`src/rtl/inst_fetch_if.sv`:
```
// inst_fetch_if -- handshake bundle between the fetch unit, the instruction
// memory, the PC-select logic and decode.
//   master : the fetch unit (drives imem_req/imem_addr and inst_*)
//   slave  : the surrounding system (redirect source, memory, decode)
// Signals:
//   redirect_valid/redirect_pc : taken-branch/jump redirect request
//   imem_req/imem_addr/imem_gnt : memory request channel (word addresses)
//   imem_rvalid/imem_rdata      : in-order memory responses
//   inst_valid/inst_data/inst_pc/inst_ready : decode-side instruction stream
interface inst_fetch_if #(
  parameter int DATA_W = 32
);
  logic              redirect_valid;
  logic [DATA_W-1:0] redirect_pc;
  logic              imem_req;
  logic [DATA_W-1:0] imem_addr;
  logic              imem_gnt;
  logic              imem_rvalid;
  logic [DATA_W-1:0] imem_rdata;
  logic              inst_valid;
  logic [DATA_W-1:0] inst_data;
  logic [DATA_W-1:0] inst_pc;
  logic              inst_ready;

  modport master (
    input  redirect_valid, redirect_pc, imem_gnt, imem_rvalid, imem_rdata,
           inst_ready,
    output imem_req, imem_addr, inst_valid, inst_data, inst_pc
  );

  modport slave (
    output redirect_valid, redirect_pc, imem_gnt, imem_rvalid, imem_rdata,
           inst_ready,
    input  imem_req, imem_addr, inst_valid, inst_data, inst_pc
  );
endinterface

```
`src/rtl/inst_fetch.sv`:
```
// inst_fetch -- instruction fetch unit with a 4-entry {pc, inst} buffer.
// Issues word-addressed requests to an in-order instruction memory, tracks
// outstanding requests with a credit rule (buffer + in-flight <= 4) so a
// response always has a free slot, and discards stale responses after a
// redirect.
// Ports:
//   clk   : clock, all state updates on the rising edge
//   reset : synchronous active-high reset
//   bus   : inst_fetch_if.master (redirect, imem request/response, inst_*)
// Parameter:
//   RESET_PC : fetch address loaded on reset
// Build option:
//   IFETCH_BYPASS_EN : when defined, a response arriving with the buffer
//   empty is presented to decode in the same cycle; when undefined the
//   instruction outputs come from registers only (1-cycle response latency).
module inst_fetch #(
  parameter logic [31:0] RESET_PC = 32'h0
) (
  input  logic         clk,
  input  logic         reset,
  inst_fetch_if.master bus
);
  localparam int DATA_W = 32;
  localparam int DEPTH  = 4;

  function automatic logic [DATA_W-1:0] pc_inc(input logic [DATA_W-1:0] pc);
    return pc + 32'd1;  // natural 32-bit wrap from FFFFFFFF to 0
  endfunction

  logic [DATA_W-1:0] fetch_pc;
  logic [DATA_W-1:0] resp_pc;
  logic [2:0]        occ;
  logic [2:0]        outst;
  logic [2:0]        drop;
  logic [1:0]        rd_ptr;
  logic [1:0]        wr_ptr;
  logic [DATA_W-1:0] fifo_pc   [DEPTH];
  logic [DATA_W-1:0] fifo_inst [DEPTH];

  logic [3:0]        credit_used;
  logic              req_c;
  logic              req_fire;
  logic              rsp_keep;
  logic              rsp_drop;
  logic              fifo_empty;
  logic              bypass;
  logic              pop;
  logic              fifo_pop;
  logic              push;
  logic              inst_valid_c;
  logic [DATA_W-1:0] inst_data_c;
  logic [DATA_W-1:0] inst_pc_c;

  assign credit_used = {1'b0, occ} + {1'b0, outst};
  assign req_c       = !reset && !bus.redirect_valid && (credit_used < 4'(DEPTH));
  assign req_fire    = req_c && bus.imem_gnt;
  assign rsp_keep    = bus.imem_rvalid && (drop == 3'd0);
  assign rsp_drop    = bus.imem_rvalid && (drop != 3'd0);
  assign fifo_empty  = (occ == 3'd0);

`ifdef IFETCH_BYPASS_EN
  assign bypass = rsp_keep && fifo_empty && !bus.redirect_valid;
`else
  assign bypass = 1'b0;
`endif

  // Instruction presented to decode: buffer head, or the live response when
  // the bypass is built in and the buffer is empty.
  always_comb begin
    inst_valid_c = 1'b0;
    inst_data_c  = '0;
    inst_pc_c    = '0;
    if (!reset) begin
      inst_valid_c = !bus.redirect_valid && !fifo_empty;
      inst_data_c  = fifo_inst[rd_ptr];
      inst_pc_c    = fifo_pc[rd_ptr];
`ifdef IFETCH_BYPASS_EN
      if (bypass) begin
        inst_valid_c = 1'b1;
        inst_data_c  = bus.imem_rdata;
        inst_pc_c    = resp_pc;
      end
`endif
    end
  end

  assign pop      = inst_valid_c && bus.inst_ready;
  assign fifo_pop = pop && !fifo_empty;
  // A bypassed instruction consumed in its arrival cycle never enters the buffer.
  assign push     = rsp_keep && !bus.redirect_valid && !(bypass && bus.inst_ready);

  assign bus.imem_req   = req_c;
  assign bus.imem_addr  = fetch_pc;
  assign bus.inst_valid = inst_valid_c;
  assign bus.inst_data  = inst_data_c;
  assign bus.inst_pc    = inst_pc_c;

  // Control state: PCs, counters and buffer pointers.
  always_ff @(posedge clk) begin
    if (reset) begin
      fetch_pc <= RESET_PC;
      resp_pc  <= RESET_PC;
      occ      <= '0;
      outst    <= '0;
      drop     <= '0;
      rd_ptr   <= '0;
      wr_ptr   <= '0;
    end else begin
      outst <= outst + {2'b0, req_fire} - {2'b0, bus.imem_rvalid};
      if (bus.redirect_valid) begin
        fetch_pc <= bus.redirect_pc;
        resp_pc  <= bus.redirect_pc;
        occ      <= '0;
        rd_ptr   <= '0;
        wr_ptr   <= '0;
        // Everything still in flight after this cycle's response is stale.
        drop     <= outst - {2'b0, bus.imem_rvalid};
      end else begin
        if (req_fire) fetch_pc <= pc_inc(fetch_pc);
        if (rsp_keep) resp_pc  <= pc_inc(resp_pc);
        drop <= drop - {2'b0, rsp_drop};
        occ  <= occ + {2'b0, push} - {2'b0, fifo_pop};
        if (push)     wr_ptr <= wr_ptr + 2'd1;
        if (fifo_pop) rd_ptr <= rd_ptr + 2'd1;
      end
    end
  end

  // Buffer storage: data only, no reset needed.
  always_ff @(posedge clk) begin
    if (push) begin
      fifo_pc[wr_ptr]   <= resp_pc;
      fifo_inst[wr_ptr] <= bus.imem_rdata;
    end
  end
endmodule
```
`src/flat_wrapper.sv`:
```
// flat-port wrapper written by rule: the top's interface ports become plain ports
module inst_fetch_flat 
#(
  parameter logic [31:0] RESET_PC = 32'h0
)
  (clk, reset, bus_redirect_valid, bus_redirect_pc, bus_imem_gnt, bus_imem_rvalid, bus_imem_rdata, bus_inst_ready, bus_imem_req, bus_imem_addr, bus_inst_valid, bus_inst_data, bus_inst_pc);
  inst_fetch_if bus_i ();
  input  logic clk;
  input  logic reset;
  input wire logic [$bits(bus_i.redirect_valid)-1:0] bus_redirect_valid;
  input wire logic [$bits(bus_i.redirect_pc)-1:0] bus_redirect_pc;
  input wire logic [$bits(bus_i.imem_gnt)-1:0] bus_imem_gnt;
  input wire logic [$bits(bus_i.imem_rvalid)-1:0] bus_imem_rvalid;
  input wire logic [$bits(bus_i.imem_rdata)-1:0] bus_imem_rdata;
  input wire logic [$bits(bus_i.inst_ready)-1:0] bus_inst_ready;
  output wire logic [$bits(bus_i.imem_req)-1:0] bus_imem_req;
  output wire logic [$bits(bus_i.imem_addr)-1:0] bus_imem_addr;
  output wire logic [$bits(bus_i.inst_valid)-1:0] bus_inst_valid;
  output wire logic [$bits(bus_i.inst_data)-1:0] bus_inst_data;
  output wire logic [$bits(bus_i.inst_pc)-1:0] bus_inst_pc;
  assign bus_i.redirect_valid = bus_redirect_valid;
  assign bus_i.redirect_pc = bus_redirect_pc;
  assign bus_i.imem_gnt = bus_imem_gnt;
  assign bus_i.imem_rvalid = bus_imem_rvalid;
  assign bus_i.imem_rdata = bus_imem_rdata;
  assign bus_i.inst_ready = bus_inst_ready;
  assign bus_imem_req = bus_i.imem_req;
  assign bus_imem_addr = bus_i.imem_addr;
  assign bus_inst_valid = bus_i.inst_valid;
  assign bus_inst_data = bus_i.inst_data;
  assign bus_inst_pc = bus_i.inst_pc;
  inst_fetch #(.RESET_PC(RESET_PC)) u_core (.clk(clk), .reset(reset), .bus(bus_i));
endmodule
```
`config.mk`:
```
export PLATFORM = sky130hd
export DESIGN_NAME = inst_fetch_flat
export DESIGN_NICKNAME = d
export VERILOG_FILES = /design/src/rtl/inst_fetch_if.sv /design/src/rtl/inst_fetch.sv /design/src/flat_wrapper.sv
export SDC_FILE = /design/constraint.sdc
export NUM_CORES = 1
export LEC_CHECK = 0
export BUFFER_PORTS_ARGS = -buffer_cell sky130_fd_sc_hd__clkbuf_2
export CORE_MARGIN = 8
export CORE_UTILIZATION = 31
export CTS_CLUSTER_DIAMETER = 100
export CTS_CLUSTER_SIZE = 25
export DETAILED_ROUTE_END_ITERATION = 6
export HOLD_SLACK_MARGIN = 0.15
export PLACE_DENSITY_LB_ADDON = 0.15
export RECOVER_POWER = 50
export SYNTH_ARGS = -nofsm -noshare
export SYNTH_HDL_FRONTEND = slang
export SYNTH_SLANG_ARGS = --single-unit
export TNS_END_PERCENT = 5
```
`constraint.sdc`:
```
create_clock -name clk -period 4.05 [get_ports clk]
set_input_delay 0.81 -clock clk [delete_from_list [all_inputs] [get_ports clk]]
set_output_delay 0.81 -clock clk [all_outputs]
set_load 0.05 [all_outputs]
```
==> summary.md <==
| Metric | Value |
|---|---|
| Synth top area cells | edfxtp_1 (55%), dfxtp_1 (11%), mux4_2 (10%) |
| Outcome | finished clean |
| Worst endpoint required time | 4470 ps |
| Multi-input logic area | 0.00451 mm2 |
| Worst path max stage delay | 760 ps |
| Yosys warnings | 0 |
| Post-synth EDFFs | 256 |
| Via count | about 8500 |
| CP Cell Sequence | clkbuf_1 > clkbuf_1 > inv_1 > clkbuf_1 > a31oi_1 > o2bb2ai_1 > or3_1 |
| H-tree levels | 1 |
| Number of DRC markers in iteration 0 | 537 |
| Mapped Avg Cell Area | 14.9 um2 |
| Slew @ Worst Pin | roughly 1400 ps |
| Maxcap violations | 0 |
| PwrDens | around 420 mW/mm2 |
| Final HPWL DP | approximately 24000 um |
| Syn nets | 1035 |
| Diode count | 0 |
| Placed cell area | around 0.016 mm2 |
| Final hold violations | 0 |
| Final critical-path required period | 3420 ps |
| Simple-gate portion of the synthesized area | 0.118 |
| Setup CP Type | input port to flip-flop |
| Nets | 1191 |
| WL final | 35700 um |
| Largest net degree at the start of global routing | 89 |
| Worst r2r src | u_core.drop[1]$_SDFF_PP0_ |
| Design area | 0.0163 mm2 |
| Startpoint of the worst hold path | u_core.wr_ptr[1]$_SDFFE_PP0N_ |
| Distinct cell type count after synthesis | 63 |
| #FFs+latches synth | 335 |
| ANT nets after route | 0 |
| Hold Crit Depth | 2 |
| Relative slew margins | 0.0604 |
| FF+latch area | 0.00928 mm2 |
| Register area share after synthesis | 0.657 |
| Fillers | roughly 4400 |
| Max Clock Freq | 293 MHz |
| Hold EP | u_core.wr_ptr[1]$_SDFFE_PP0N_ |
| Slew Limit Fails | 0 |
| RR Endpoint | u_core.fifo_inst[0][9]$_DFFE_PP_ |
| Drt via density | ~5 |
| Startpoint Class | input port |
| Number of port buffers | 167 |
| Mux contribution to synthesized area | 0.106 |
| LEAKAGE | 0.00543 uW |
| Crit path DAT | 3840 ps |
| Synth Cell Area | 0.0141 mm2 |
| Count leader, synth | edfxtp_1 |
| Worst path slowest cell | clkbuf_1 |
| GRT overflow | 0 |
| Starting Density | 0.313 |
| Vias in the first global route | 8794 |
| CTS buffer count | 18 |
| Layout area overhead | 15.4% |
| Root buf cell | clkbuf_16 |
| Skew final | roughly 21 ps |
| Share of cells above drive strength 1 | 0.230 |
| Core Region | between 0.04 and 0.05 mm2 |
| Post_cts resized | 0 |
| Post-CTS Hold Fix Bufs | 0 |
| Number of setup buffers added after CTS | 0 |
| Compound-gate portion of the synthesized area | 0.0511 |
| Die Span X | roughly 230 um |
| GPL Wtd Cong | 0.801 |
| Worst-Skew Late Latency | 540 ps |
| Detailed Routing Iterations Pass 1 | 5 |
| Largest family of logic cells by synthesized area | simple AND/OR/NAND/NOR gates |
| Count of final setup violators | 0 |
| First-pass GRT wire length | 55200 um |
| Xor-xnor portion of the synthesized cell area | 0.0273 |
| Chip height | ~230 um |
| CTS tree | built |
| CTS clk-pin slew, worst paths | 100 ps |
| Die area | 0.0526 mm2 |
| R2R setup slack | 1210 ps |
| Worst Slack Setup Final | 634 ps |
| Synth Instances | between 900 and 1000 |
| Crit share post-route | 0.844 |
| R2r worst-path depth | 4 |
| Hold Crit Class | flip-flop to flip-flop |
| Most used DFF post-synth | edfxtp_1 |
| Asr flop ratio synth | 0 |
| RSZ-0062 raised after global routing | false |
| Post-synth top cells | edfxtp_1 (256), dfxtp_1 (79), nor2b_1 (66) |
| I/O pin total | 168 |
| Crit. End Element | flip-flop |
| Sink Count | 335 |
| Post-route DRC violation count | 0 |
| Setup slack at placement | 925 ps |
| Longest Clk Path Bufs | 3 |
| Top cell type's share of synthesized area | 0.545 |
| Antenna violations before repair | 0 |
| GRT Resource Usage Total | 0.133 |
| Synth area leader | edfxtp_1 |
| Adder-Cell Fraction of Synth Area | 0.0170 |
| Most frequent cell on the critical path | clkbuf_1 |
| Worst Path Max Fanout | 26 |
| Setup TNS | 0 ps |
| Cell Rows | 78 |
| Maximum VDD drop | 0.249 mV |
| DR WL/cell | 20.8 um |
-- sequential cells by signal, indices dropped and copies added (netlist names), named ones only --
register,count
u_core.outst,3
u_core.occ,3
u_core.wr_ptr,2
u_core.rd_ptr,2
u_core.fifo_inst,128
u_core.fifo_pc,128
u_core.resp_pc,32
u_core.drop,3
u_core.bus.imem_addr,32
-- worst max path at each step --
stage                  startpoint                               endpoint  slack (ps)  cells past startpoint
3_5_place_dp                reset               u_core.occ[2]$_SDFF_PP0_         920                     11
6_report       bus_redirect_valid  u_core.bus.imem_addr[28]$_SDFFE_PP0P_         630                      7
3_3_place_gp                reset               u_core.occ[2]$_SDFF_PP0_         940                     11
2_1_floorplan  bus_redirect_valid       u_core.fifo_inst[0][0]$_DFFE_PP_         580                      4
4_1_cts                 flip-flop                         bus_inst_pc[8]         620                      4
5_1_grt        bus_redirect_valid  u_core.bus.imem_addr[28]$_SDFFE_PP0P_         370                      7
-- where the power goes --
part / internal [uW] / total (uW) / leakage (uW) / switching (uW)
clock network: 959 / 2100 / 0.000276 / 1140
logic: 234 / 738 / 0.00217 / 505
registers: 3820 / 3930 / 0.00299 / 112
-- per-stage QoR --
| step | hold slack, ps | instances | util | power (uW) |
|---|---|---|---|---|
| floorplan | 469 | 947 | - | 4510 |
| global placement | 502 | 1683 | 0.350 | 4770 |
| detailed placement | 500 | 1683 | 0.350 | 4780 |
| CTS | 461 | 1715 | 0.363 | 6890 |
| global route | 526 | 1715 | 0.361 | 7040 |
| finish | 517 | 1715 | 0.361 | 6770 |
-- cell type report --
class / count / share of cell area
inverters: 25 / 0.00608
clock buffers: 26 / 0.0308
flip-flops and latches: 335 / 0.570
multi-input cells: 536 / 0.277
well taps: 600 / 0.0462
repair buffers: 187 / 0.0646
clock inverters: 6 / 0.00492
-- routing by layer --
layer	up-vias	track usage	routed length, um
met3	29	0.0216	1680
met1	4299	0.180	16300
li1	3927	-	-
met2	201	0.223	17300
met4	0	0.0285	485
met5	-	0	0
-- worst max-delay path: cells and delay by family --
family          cells  cell delay [ps]
compound gates      2              430
buf+inv             4             2210
simple gates        1              370
-- placed cells by master, fill, tap and decap left out, types with 3 or more instances in the layout --
master / synthesis / layout
and3_1: 14 / 13
a21boi_0: 7 / 7
o21ai_0: 9 / 9
nand3_1: 25 / 25
ha_1: 16 / 16
nor2_1: 61 / 61
and4_1: 4 / 4
or3_1: 7 / 7
a22oi_1: 3 / 3
xnor2_1: 13 / 13
buf_4: 1 / 5
edfxtp_1: 256 / 256
clkbuf_2: 0 / 134
inv_1: 23 / 24
o211ai_1: 5 / 5
clkbuf_16: 0 / 19
mux4_2: 64 / 64
nor4_4: 3 / 3
nand4_1: 22 / 22
nor4b_1: 3 / 4
nor2b_1: 66 / 66
dfxtp_1: 79 / 77
a31oi_1: 22 / 22
or4_1: 3 / 3
nor4_1: 5 / 5
a211oi_1: 24 / 24
nor3_1: 8 / 8
nand2_1: 53 / 53
buf_12: 0 / 10
a21o_1: 3 / 3
a21oi_1: 20 / 20
clkbuf_1: 38 / 45
and2_1: 4 / 4
o311ai_0: 3 / 3
xor2_1: 31 / 31
-- logic make-up after synthesis --
family / Yosys count
compound gates: 107
xor+xnor: 44
fa+ha+maj: 18
buf+inv: 76
flops: 335
mux: 69
simple gates: 298
Power figures use the tool's default switching activity.
